[config.mk]
export PLATFORM = sky130hd
export DESIGN_NAME = text_console
export DESIGN_NICKNAME = d
export VERILOG_FILES = /design/src/rtl/console_pkg.sv /design/src/rtl/console_cursor.sv /design/src/rtl/text_console.sv
export SDC_FILE = /design/constraint.sdc
export NUM_CORES = 1
export LEC_CHECK = 0
export ABC_AREA = 1
export CORE_MARGIN = 5
export CORE_UTILIZATION = 32
export CTS_BUF_LIST = sky130_fd_sc_hd__clkbuf_2
export CTS_CLUSTER_DIAMETER = 120
export DETAILED_ROUTE_END_ITERATION = 12
export DONT_BUFFER_PORTS = 1
export MAX_ROUTING_LAYER = met4
export PLACE_DENSITY = 0.51
export SYNTH_ARGS = -nofsm -noshare
export SYNTH_HDL_FRONTEND = slang
export SYNTH_HIERARCHICAL = 1
export SYNTH_SLANG_ARGS = --single-unit
export TNS_END_PERCENT = 100
[constraint.sdc]
create_clock -name clock -period 3.28 [get_ports clock]
set_clock_uncertainty 0.05 [all_clocks]
set_input_delay 0.328 -clock clock [delete_from_list [all_inputs] [get_ports clock]]
set_output_delay 0.328 -clock clock [all_outputs]
set_load 0.1 [all_outputs]
[src/rtl/console_pkg.sv]
// ============================================================================
//  Module      : console_pkg
//  Description : Shared geometry, control codes and FSM state encoding for
//                the text_console byte-stream writer.
//  Revision    : 1.0 - initial release
// ============================================================================
`default_nettype none

package console_pkg;

    localparam int          COLS         = 80;
    localparam int          ROWS         = 25;
    localparam logic [15:0] BASE         = 16'h8000;

    localparam int          CELLS        = 2000;
    localparam int          SCREEN_BYTES = 4000;
    localparam int          SCROLL_BYTES = 3840;
    localparam int          LINE_BYTES   = 160;

    localparam logic [7:0]  CC_CR        = 8'h0D;
    localparam logic [7:0]  CC_LF        = 8'h0A;
    localparam logic [7:0]  CC_BS        = 8'h08;
    localparam logic [7:0]  CC_FF        = 8'h0C;
    localparam logic [7:0]  CHAR_SPACE   = 8'h20;

    typedef enum logic [2:0] {
        IDLE      = 3'd0,
        PUT_C     = 3'd1,
        PUT_A     = 3'd2,
        SCROLL_RD = 3'd3,
        SCROLL_WR = 3'd4,
        CLR_LINE  = 3'd5,
        CLR_ALL   = 3'd6
    } state_e;

endpackage

`default_nettype wire

[src/rtl/console_cursor.sv]
// ============================================================================
//  Module      : console_cursor
//  Description : Row/column tracker with CR/LF/BS/advance/home commands and a
//                registered linear cursor index. Macro: TEXT_CONSOLE_SCROLL_EN
//  Revision    : 1.0 - initial release
// ============================================================================
`default_nettype none

module console_cursor
    import console_pkg::*;
(
    input  logic        clock,
    input  logic        reset,
    input  logic        cmd_cr,
    input  logic        cmd_lf,
    input  logic        cmd_bs,
    input  logic        cmd_adv,
    input  logic        cmd_home,
    output logic        lf_eos,
    output logic        adv_eos,
    output logic [11:0] cursor
);

    localparam logic [4:0] c_LAST_ROW = 5'(ROWS - 1);
    localparam logic [6:0] c_LAST_COL = 7'(COLS - 1);

    logic [4:0]  r_row;
    logic [6:0]  r_col;
    logic [11:0] r_cursor;
    logic [4:0]  w_row_n;
    logic [6:0]  w_col_n;
    logic [4:0]  w_row_lf;

    // Row after a line feed; at the bottom the scroll build keeps the last
    // row (the screen content moves instead), otherwise it wraps to the top.
    always_comb begin
        w_row_lf = r_row + 5'd1;
        if (r_row == c_LAST_ROW) begin
`ifdef TEXT_CONSOLE_SCROLL_EN
            w_row_lf = r_row;
`else
            w_row_lf = 5'd0;
`endif
        end
    end

    always_comb begin
        w_row_n = r_row;
        w_col_n = r_col;
        if (cmd_home) begin
            w_row_n = 5'd0;
            w_col_n = 7'd0;
        end else if (cmd_cr) begin
            w_col_n = 7'd0;
        end else if (cmd_lf) begin
            w_row_n = w_row_lf;
        end else if (cmd_bs) begin
            if (r_col != 7'd0) begin
                w_col_n = r_col - 7'd1;
            end
        end else if (cmd_adv) begin
            if (r_col == c_LAST_COL) begin
                w_col_n = 7'd0;
                w_row_n = w_row_lf;
            end else begin
                w_col_n = r_col + 7'd1;
            end
        end
    end

    always_ff @(posedge clock) begin
        if (reset) begin
            r_row    <= 5'd0;
            r_col    <= 7'd0;
            r_cursor <= 12'd0;
        end else begin
            r_row    <= w_row_n;
            r_col    <= w_col_n;
            r_cursor <= 12'(w_row_n) * 12'(COLS) + 12'(w_col_n);
        end
    end

    assign lf_eos  = (r_row == c_LAST_ROW);
    assign adv_eos = (r_row == c_LAST_ROW) && (r_col == c_LAST_COL);
    assign cursor  = r_cursor;

endmodule

`default_nettype wire

[src/rtl/text_console.sv]
// ============================================================================
//  Module      : text_console
//  Description : Byte-stream writer into the 80x25 video text buffer with
//                CR/LF/BS/FF handling. Macro: TEXT_CONSOLE_SCROLL_EN enables
//                end-of-screen scroll plus last-line clear.
//  Revision    : 1.0 - initial release
// ============================================================================
`default_nettype none

module text_console
    import console_pkg::*;
(
    input  logic        clock,
    input  logic        reset,
    input  logic [7:0]  in_data,
    input  logic [7:0]  in_attr,
    input  logic        in_valid,
    output logic        in_ready,
    output logic [15:0] mem_a,
    output logic [7:0]  mem_d,
    output logic        mem_we,
    input  logic [7:0]  mem_q,
    output logic [11:0] cursor
);

    state_e      r_state;
    logic        r_in_ready;
    logic        r_mem_we;
    logic [15:0] r_mem_a;
    logic [7:0]  r_mem_d;
    logic [7:0]  r_attr;
    logic [11:0] r_cnt;

    logic        w_accept;
    logic        w_cmd_cr;
    logic        w_cmd_lf;
    logic        w_cmd_bs;
    logic        w_cmd_adv;
    logic        w_cmd_home;
    logic        w_lf_eos;
    logic        w_adv_eos;
    logic [11:0] w_cursor;

    assign w_accept   = in_valid && r_in_ready;
    assign w_cmd_cr   = w_accept && (in_data == CC_CR);
    assign w_cmd_lf   = w_accept && (in_data == CC_LF);
    assign w_cmd_bs   = w_accept && (in_data == CC_BS);
    assign w_cmd_adv  = (r_state == PUT_A);
    assign w_cmd_home = (r_state == CLR_ALL) && (r_cnt == 12'(SCREEN_BYTES - 1));

    console_cursor u_cursor (
        .clock    (clock),
        .reset    (reset),
        .cmd_cr   (w_cmd_cr),
        .cmd_lf   (w_cmd_lf),
        .cmd_bs   (w_cmd_bs),
        .cmd_adv  (w_cmd_adv),
        .cmd_home (w_cmd_home),
        .lf_eos   (w_lf_eos),
        .adv_eos  (w_adv_eos),
        .cursor   (w_cursor)
    );

    always_ff @(posedge clock) begin
        if (reset) begin
            r_state    <= IDLE;
            r_in_ready <= 1'b1;
            r_mem_we   <= 1'b0;
            r_mem_a    <= 16'd0;
            r_mem_d    <= 8'd0;
            r_attr     <= 8'd0;
            r_cnt      <= 12'd0;
        end else begin
            case (r_state)
                IDLE: begin
                    if (in_valid) begin
                        r_attr <= in_attr;
                        if (in_data == CC_FF) begin
                            r_state    <= CLR_ALL;
                            r_in_ready <= 1'b0;
                            r_cnt      <= 12'd0;
                            r_mem_a    <= BASE;
                            r_mem_d    <= CHAR_SPACE;
                            r_mem_we   <= 1'b1;
                        end else if (in_data == CC_LF) begin
`ifdef TEXT_CONSOLE_SCROLL_EN
                            if (w_lf_eos) begin
                                r_state    <= SCROLL_RD;
                                r_in_ready <= 1'b0;
                                r_cnt      <= 12'd0;
                                r_mem_a    <= BASE + 16'(LINE_BYTES);
                                r_mem_we   <= 1'b0;
                            end
`endif
                        end else if ((in_data != CC_CR) && (in_data != CC_BS)) begin
                            r_state    <= PUT_C;
                            r_in_ready <= 1'b0;
                            r_mem_a    <= BASE + {3'd0, w_cursor, 1'b0};
                            r_mem_d    <= in_data;
                            r_mem_we   <= 1'b1;
                        end
                    end
                end

                PUT_C: begin
                    r_state <= PUT_A;
                    r_mem_a <= r_mem_a + 16'd1;
                    r_mem_d <= r_attr;
                end

                PUT_A: begin
                    r_state    <= IDLE;
                    r_in_ready <= 1'b1;
                    r_mem_we   <= 1'b0;
`ifdef TEXT_CONSOLE_SCROLL_EN
                    if (w_adv_eos) begin
                        r_state    <= SCROLL_RD;
                        r_in_ready <= 1'b0;
                        r_cnt      <= 12'd0;
                        r_mem_a    <= BASE + 16'(LINE_BYTES);
                    end
`endif
                end

`ifdef TEXT_CONSOLE_SCROLL_EN
                // Copy loop: read the byte one row below, then write it back
                // one row up using the RAM output captured during the read.
                SCROLL_RD: begin
                    r_state  <= SCROLL_WR;
                    r_mem_a  <= BASE + {4'd0, r_cnt};
                    r_mem_we <= 1'b1;
                end

                SCROLL_WR: begin
                    if (r_cnt == 12'(SCROLL_BYTES - 1)) begin
                        r_state  <= CLR_LINE;
                        r_cnt    <= 12'd0;
                        r_mem_a  <= BASE + 16'(SCROLL_BYTES);
                        r_mem_d  <= CHAR_SPACE;
                        r_mem_we <= 1'b1;
                    end else begin
                        r_state  <= SCROLL_RD;
                        r_cnt    <= r_cnt + 12'd1;
                        r_mem_a  <= BASE + 16'(LINE_BYTES) + {4'd0, r_cnt + 12'd1};
                        r_mem_we <= 1'b0;
                    end
                end

                CLR_LINE: begin
                    if (r_cnt == 12'(LINE_BYTES - 1)) begin
                        r_state    <= IDLE;
                        r_in_ready <= 1'b1;
                        r_mem_we   <= 1'b0;
                    end else begin
                        r_cnt   <= r_cnt + 12'd1;
                        r_mem_a <= r_mem_a + 16'd1;
                        r_mem_d <= r_cnt[0] ? CHAR_SPACE : r_attr;
                    end
                end
`endif

                CLR_ALL: begin
                    if (r_cnt == 12'(SCREEN_BYTES - 1)) begin
                        r_state    <= IDLE;
                        r_in_ready <= 1'b1;
                        r_mem_we   <= 1'b0;
                    end else begin
                        r_cnt   <= r_cnt + 12'd1;
                        r_mem_a <= r_mem_a + 16'd1;
                        r_mem_d <= r_cnt[0] ? CHAR_SPACE : r_attr;
                    end
                end

                default: begin
                    r_state    <= IDLE;
                    r_in_ready <= 1'b1;
                    r_mem_we   <= 1'b0;
                end
            endcase
        end
    end

`ifdef TEXT_CONSOLE_SCROLL_EN
    assign mem_d = (r_state == SCROLL_WR) ? mem_q : r_mem_d;
`else
    logic w_unused_sink;
    assign w_unused_sink = ^{mem_q, w_lf_eos, w_adv_eos};
    assign mem_d         = r_mem_d;
`endif

    assign in_ready = r_in_ready;
    assign mem_a    = r_mem_a;
    assign mem_we   = r_mem_we;
    assign cursor   = w_cursor;

endmodule

`default_nettype wire

== After elaboration in Yosys (flattened, before gate mapping) ==
Index checks and enable logic that the tools add are counted.
Operators by class
  add/sub/neg operators: 7
  multipliers: 1
  eq/ne operators: 18
  muxes and demuxes: 49
  bitwise gates (word level): 1
  reduce and logical (&&, ||, !) cells: 15
Operator list (count)
  2-to-1 mux 16 bit: 5
  2-to-1 mux 7 bit: 7
  2-to-1 mux 8 bit: 6
  one-hot mux 16 bit (3 select lines): 1
  2-to-1 mux 12 bit: 3
  2-to-1 mux 5 bit: 7
  == test 8 x 4 -> 1 bit (second input constant): 4
  one-hot mux 12 bit (2 select lines): 1
  one-hot mux 8 bit (3 select lines): 1
  adder 16 x 1 -> 16 bit (second input constant): 1
  adder 16 x 13 -> 16 bit (first input constant): 1
  inequality test 8 x 4 -> 1 bit (second input constant): 2
  2-to-1 mux 3 bit: 5
  adder 12 x 1 -> 12 bit (second input constant): 1
  adder 12 x 7 -> 12 bit: 1
  == test 12 bit (second input constant): 1
  2-to-1 mux 1 bit: 10
  AND reduction 5 bit: 2
  one-hot mux 3 bit (3 select lines): 1
  multiplier 5 x 3 -> 8 bit (second input constant): 1
  AND reduction 4 bit: 2
  adder 7 x 1 -> 7 bit (second input constant): 1
  == test 7 bit (second input constant): 1
  nonzero test 7 bit: 1
  16 further kinds: 25
Word-level totals
  bits in registers: 73
  input bits: 27

== Depth between registers and ports, before layout ==
  depth after elaboration: 10
  gate-level depth with buffers: 25
  gate-level depth less buffers: 25

== Hierarchy ==
The synthesis kept the hierarchy.
Modules (own cells, without submodules)
  text_console: instances 1, cells an instance 487, area each 3034.2 um^2, sequential area each 980.9 um^2
  console_cursor: instances 1, cells an instance 231, area each 1590.3 um^2, sequential area each 400.4 um^2

== Least setup slack after synthesis ==
Ideal clock, no wire load.
  path kind: register to register
  start: register r_in_ready (netlist: in_ready)
  end: register u_cursor.r_cursor[11] (netlist: u_cursor/cursor[11])
  library setup time: 0.110 ns
  arrival: 3.854 ns
  data required time: 3.120 ns
  setup slack: -0.735 ns
  cell stages (with the launch flop): 15
  buffers on the path: 0
  clock period less this slack: 4.015 ns
  cells stage by stage: dfxtp_1 > nand2_1 > nor2_1 > inv_1 > a21oi_1 > nor2_1 > nor3_1 > ha_1 > ha_1 > inv_1 > fa_1 > nor3_1 > nand4_1 > nand2_1 > nor2_2
Between the ends
  elaborated cells between the ends (all ways): 14
  classes of those cells: add/sub: 1; mul: 1; mux: 8; reduce/logical: 4
RTL lines
  start, declared: line text_console.sv:27  | logic r_in_ready;
  start signal, assigned: line text_console.sv:67  | r_in_ready <= 1'b1;
  start signal, assigned: line text_console.sv:80  | r_in_ready <= 1'b0;
  start signal, assigned: line text_console.sv:97  | r_in_ready <= 1'b0;
  logical AND 1 bit: line text_console.sv:44  | assign w_accept = in_valid && r_in_ready;
  logical AND 1 bit: line text_console.sv:46  | assign w_cmd_lf = w_accept && (in_data == CC_LF);
  via w_cmd_lf: line text_console.sv:36  | logic w_cmd_lf;
  2-to-1 mux 5 bit: line console_cursor.sv:55  | end else if (cmd_lf) begin
  2-to-1 mux 5 bit: line console_cursor.sv:53  | end else if (cmd_cr) begin
  2-to-1 mux 5 bit: line console_cursor.sv:50  | if (cmd_home) begin
  via u_cursor.w_row_n[1]: line console_cursor.sv:30  | logic [4:0] w_row_n;
  multiplier 5 x 3 -> 8 bit: line console_cursor.sv:79  | r_cursor <= 12'(w_row_n) * 12'(COLS) + 12'(w_col_n);
  adder 12 x 7 -> 12 bit: line console_cursor.sv:79
  end signal, assigned: line console_cursor.sv:79
  end, declared: line console_cursor.sv:29  | logic [11:0] r_cursor;
The timed path passes the listed nets, and every way through them passes these cells.
A chain may end at the register's enable or synchronous reset.

== Worst setup path in the final report ==
  start: register r_state[0]
  end: register u_cursor.r_cursor[11] (netlist: u_cursor/cursor[11])
Between the ends
  cells in the longest elaborated chain, start to end: 8
  elaborated cells between the ends (all ways): 15
  classes of those cells: add/sub: 1; mul: 1; eq/ne: 2; mux: 10; reduce/logical: 1
Ends and longest elaborated chain
  start, declared: line text_console.sv:26  | state_e r_state;
  start signal, assigned: line text_console.sv:66  | r_state <= IDLE;
  start signal, assigned: line text_console.sv:79  | r_state <= CLR_ALL;
  start signal, assigned: line text_console.sv:96  | r_state <= PUT_C;
  == test 3 x 2 -> 1 bit (*): line text_console.sv:48  | assign w_cmd_adv = (r_state == PUT_A);
  via w_cmd_adv: line text_console.sv:38  | logic w_cmd_adv;
  2-to-1 mux 5 bit: line console_cursor.sv:61  | end else if (cmd_adv) begin
  2-to-1 mux 5 bit: line console_cursor.sv:57  | end else if (cmd_bs) begin
  2-to-1 mux 5 bit: line console_cursor.sv:55
  2-to-1 mux 5 bit: line console_cursor.sv:53
  2-to-1 mux 5 bit: line console_cursor.sv:50
  multiplier 5 x 3 -> 8 bit: line console_cursor.sv:79
  adder 12 x 7 -> 12 bit (*): line console_cursor.sv:79
Mark *: on every way through the listed nets, which the timed path passes. The rest lies on a longest branch.

==> flow_metrics.py <==
metrics = {
    "drt": {
        "vias_per_cell": 4.86,
        "drc_errors": 0,
        "routedWlPerCell_um": 14.5,
        "drt_iter0_drc": 400,
        "wl_mm": 14.4,
        "ant_nets": 0,
        "vias": 4828,
        "first_pass_iters": 6,
    },
    "power": {
        "power.density_mw_per_mm2": 419,
        "p_leak_nw": 2.56,
        "irDropWorstVdd_mv": 0.161,
    },
    "worst_hold_path": {
        "hp-start": "in_data[2]",
        "min_to": "mem_d[2]",
        "whs_path_depth": 4,
        "hp-class": "input pin to register",
    },
    "grt": {
        "grtUsageMet3_pct": 3.64,
        "grt_pass1_vias": 4501,
        "grt_max_degree": 53,
        "track_usage_pct": 17.5,
        "globalRouteMet1Util_pct": 22.1,
        "use_met2_pct": 28.4,
        "grt_pass1_wl_mm": 22.5,
        "antenna_found_initial": 0,
        "grt_overflow": 0,
        "grt-busiest-layer": "met2",
    },
    "clock_network": {
        "clk_latency_ns": 0.59,
        "cts-root-buf": "clkbuf_2",
        "clock_sinks": 69,
        "clkTransAtPathRegs_ns": 0.22,
        "numCtsBuffers": 9,
        "cts_tree": "built",
        "cts_max_level": 3,
        "clockBufferDepth": 2,
    },
    "critical_path": {
        "cp_max_fo": 4,
        "rr_worst_depth": 20,
        "r2r_setup_slack_ns": 0.12,
        "cp.arrival_ns": 3.63,
        "max_stage_delay_ns": 0.48,
        "start_kind": "register",
        "crit_buf_inv": 7,
        "crit_required_ns": 3.75,
        "path_class": "register to register",
        "critical_path.top_delay_family": "simple AND/OR/NAND/NOR gates",
        "endpoint_kind": "register",
        "worstPathCellList": "inv_2 -> nand2_4 -> nor2_4 -> inv_2 -> nor2_4 -> nand3_4 -> a21oi_4 -> inv_2 -> buf_6 -> o211ai_1 -> buf_4 -> nor2_4 -> ha_2 -> inv_2 -> fa_2 -> nor3_4 -> nand3_2 -> nand2_1 -> inv_1 -> nor2_2",
        "cp_slowest_cell": "fa_2",
        "rr_endpoint": "u_cursor/cursor[11]",
        "r2r_start": "r_state[0]",
        "cp.depth": 20,
        "cpMostUsedCell": "inv_2",
    },
    "sta": {
        "slew_headroom_pct": 33.0,
        "fin_crit_ns": 3.16,
        "tns_ns": 0,
        "fin_crit_sh_pct": 96.3,
        "worst_pin_slew_ns": 1.00,
        "setup_viol": 0,
        "finalMaxSlewViolations": 0,
        "rsz0062_at_grt": "yes",
        "fmax_mhz": 317,
        "timing_hold_violations_final": 0,
    },
    "die": {
        "rows": 44,
        "dieArea_mm2": 0.0169,
        "die_h_um": 130,
        "core_area_mm2": 0.0144,
        "fp.dieW_um": 130,
        "io-pin-count": 65,
        "initial_core_util_pct": 32.1,
    },
    "placement": {
        "port_buffers": 0,
        "place_hpwl_mm": 10.4,
        "gp_congestion": 0.890,
    },
    "layout": {
        "fin_util_pct": 40.7,
        "regArea_mm2": 0.00139,
        "synthToLayoutAreaGrowth_pct": 26.7,
        "fill_cells": 1525,
        "nNetsFinal": 848,
        "diodes": 0,
        "layout-drive-gt1-share_pct": 21.1,
        "multi_input_area_mm2": 0.00290,
    },
    "synth": {
        "syn-cell-area_mm2": 0.00462,
        "netlist_instances": 717,
        "syn-num-nets": 761,
        "yosys_warnings": 6,
        "avgSynthCellArea_um2": 6.44,
    },
    "outcome": {
        "run_status": "finished clean",
    },
    "run": {
        "maxCapViolations": 0,
    },
}
layer usage:
metal / vias up / part of all wire [%]
met2: 97 / 48
li1: 2486 / -
met4: 0 / 1.4
met1: 2231 / 47
met3: 14 / 4.1
met5: - / 0
final cells by class:
| type | instances | share of cell area [%] |
|---|---|---|
| multi-input cells | 531 | 49.5 |
| flip-flops and latches | 69 | 23.8 |
| repair buffers | 97 | 13.9 |
| inverters | 96 | 6.20 |
| well taps | 184 | 3.93 |
| clock inverters | 5 | 1.69 |
| clock buffers | 11 | 0.941 |
cells in the final DEF (no fill, tap or decap), types with 2 or more instances in the layout:
cell / n
nand2_1: 177
inv_1: 83
nor2_1: 78
buf_4: 75
nand3_1: 66
dfxtp_1: 64
a21oi_1: 56
o21ai_0: 26
dlygate4sd3_1: 17
xor2_1: 13
ha_1: 13
nand4_1: 12
inv_2: 12
clkbuf_2: 11
nand2_2: 10
nor2_4: 10
nor2_2: 7
nor3_1: 6
nand2_4: 6
nor3_2: 6
o22ai_1: 5
nand3_2: 5
o31ai_1: 3
bufinv_16: 3
buf_6: 3
dfxtp_2: 3
a211oi_1: 3
or2_2: 2
nand3b_1: 2
nand3_4: 2
xnor2_1: 2
dfxtp_4: 2
o211ai_1: 2
nor4_1: 2
sequential cells by signal (all words and copies together) (netlist names):
signal	count
r_cnt	12
u_cursor/r_row	5
mem_d	8
in_ready	1
u_cursor/cursor	8
r_attr	8
mem_a	16
r_state	3
mem_we	1
u_cursor/r_col	7
power breakdown:
| group | switching [mW] | internal (mW) | leakage, nW |
|---|---|---|---|
| Sequential | 0.145 | 0.897 | 0.564 |
| Combinational | 0.527 | 0.214 | 1.91 |
| Clock | 0.338 | 0.331 | 0.0936 |
worst max path at each step:
| stage | slack [ns] | endpoint | startpoint |
|---|---|---|---|
| 5_1_grt | -0.06 | u_cursor/cursor[11] | r_state[0] |
| 6_report | 0.12 | u_cursor/cursor[11] | r_state[0] |
| 4_1_cts | 0.006 | u_cursor/cursor[11] | r_state[0] |
| 3_5_place_dp | -0.15 | u_cursor/cursor[11] | in_data[6] |
| 3_3_place_gp | -0.09 | u_cursor/cursor[11] | in_data[6] |
| 2_1_floorplan | 0.03 | u_cursor/cursor[11] | in_data[5] |
per-stage QoR:
stage          instances  hold WS [ns]  power [mW]  cell area, µm²  setup WS [ns]
5_1_grt              993        0.0238        2.57            5850        -0.0620
3_5_place_dp         956         0.361        1.74            5300         -0.153
3_3_place_gp         956         0.360        1.73            5300        -0.0900
6_report             993        0.0325        2.45            5850          0.121
4_1_cts              989       0.00499        2.45            5660        0.00598
2_1_floorplan        717         0.374        1.59            4640         0.0306
worst register-to-register path, cell delays in order (launching register included):
cell and delay, ns:
dfxtp_2 0.37, inv_2 0.07, nand2_4 0.06, nor2_4 0.12, inv_2 0.06, nor2_4 0.13, nand3_4 0.10, a21oi_4 0.19
inv_2 0.07, buf_6 0.11, o211ai_1 0.28, buf_4 0.19, nor2_4 0.03, ha_2 0.18, inv_2 0.06, fa_2 0.48
nor3_4 0.26, nand3_2 0.09, nand2_1 0.06, inv_1 0.04, nor2_2 0.08
timing repair:
action,in CTS,in global routing
setup endpoints to repair,4,5
resized for setup,4,43
hold buffers,17,1
setup buffers,0,3
pin swaps,1,17
hold endpoints to repair,66,1
Power figures use the tool's default switching activity.
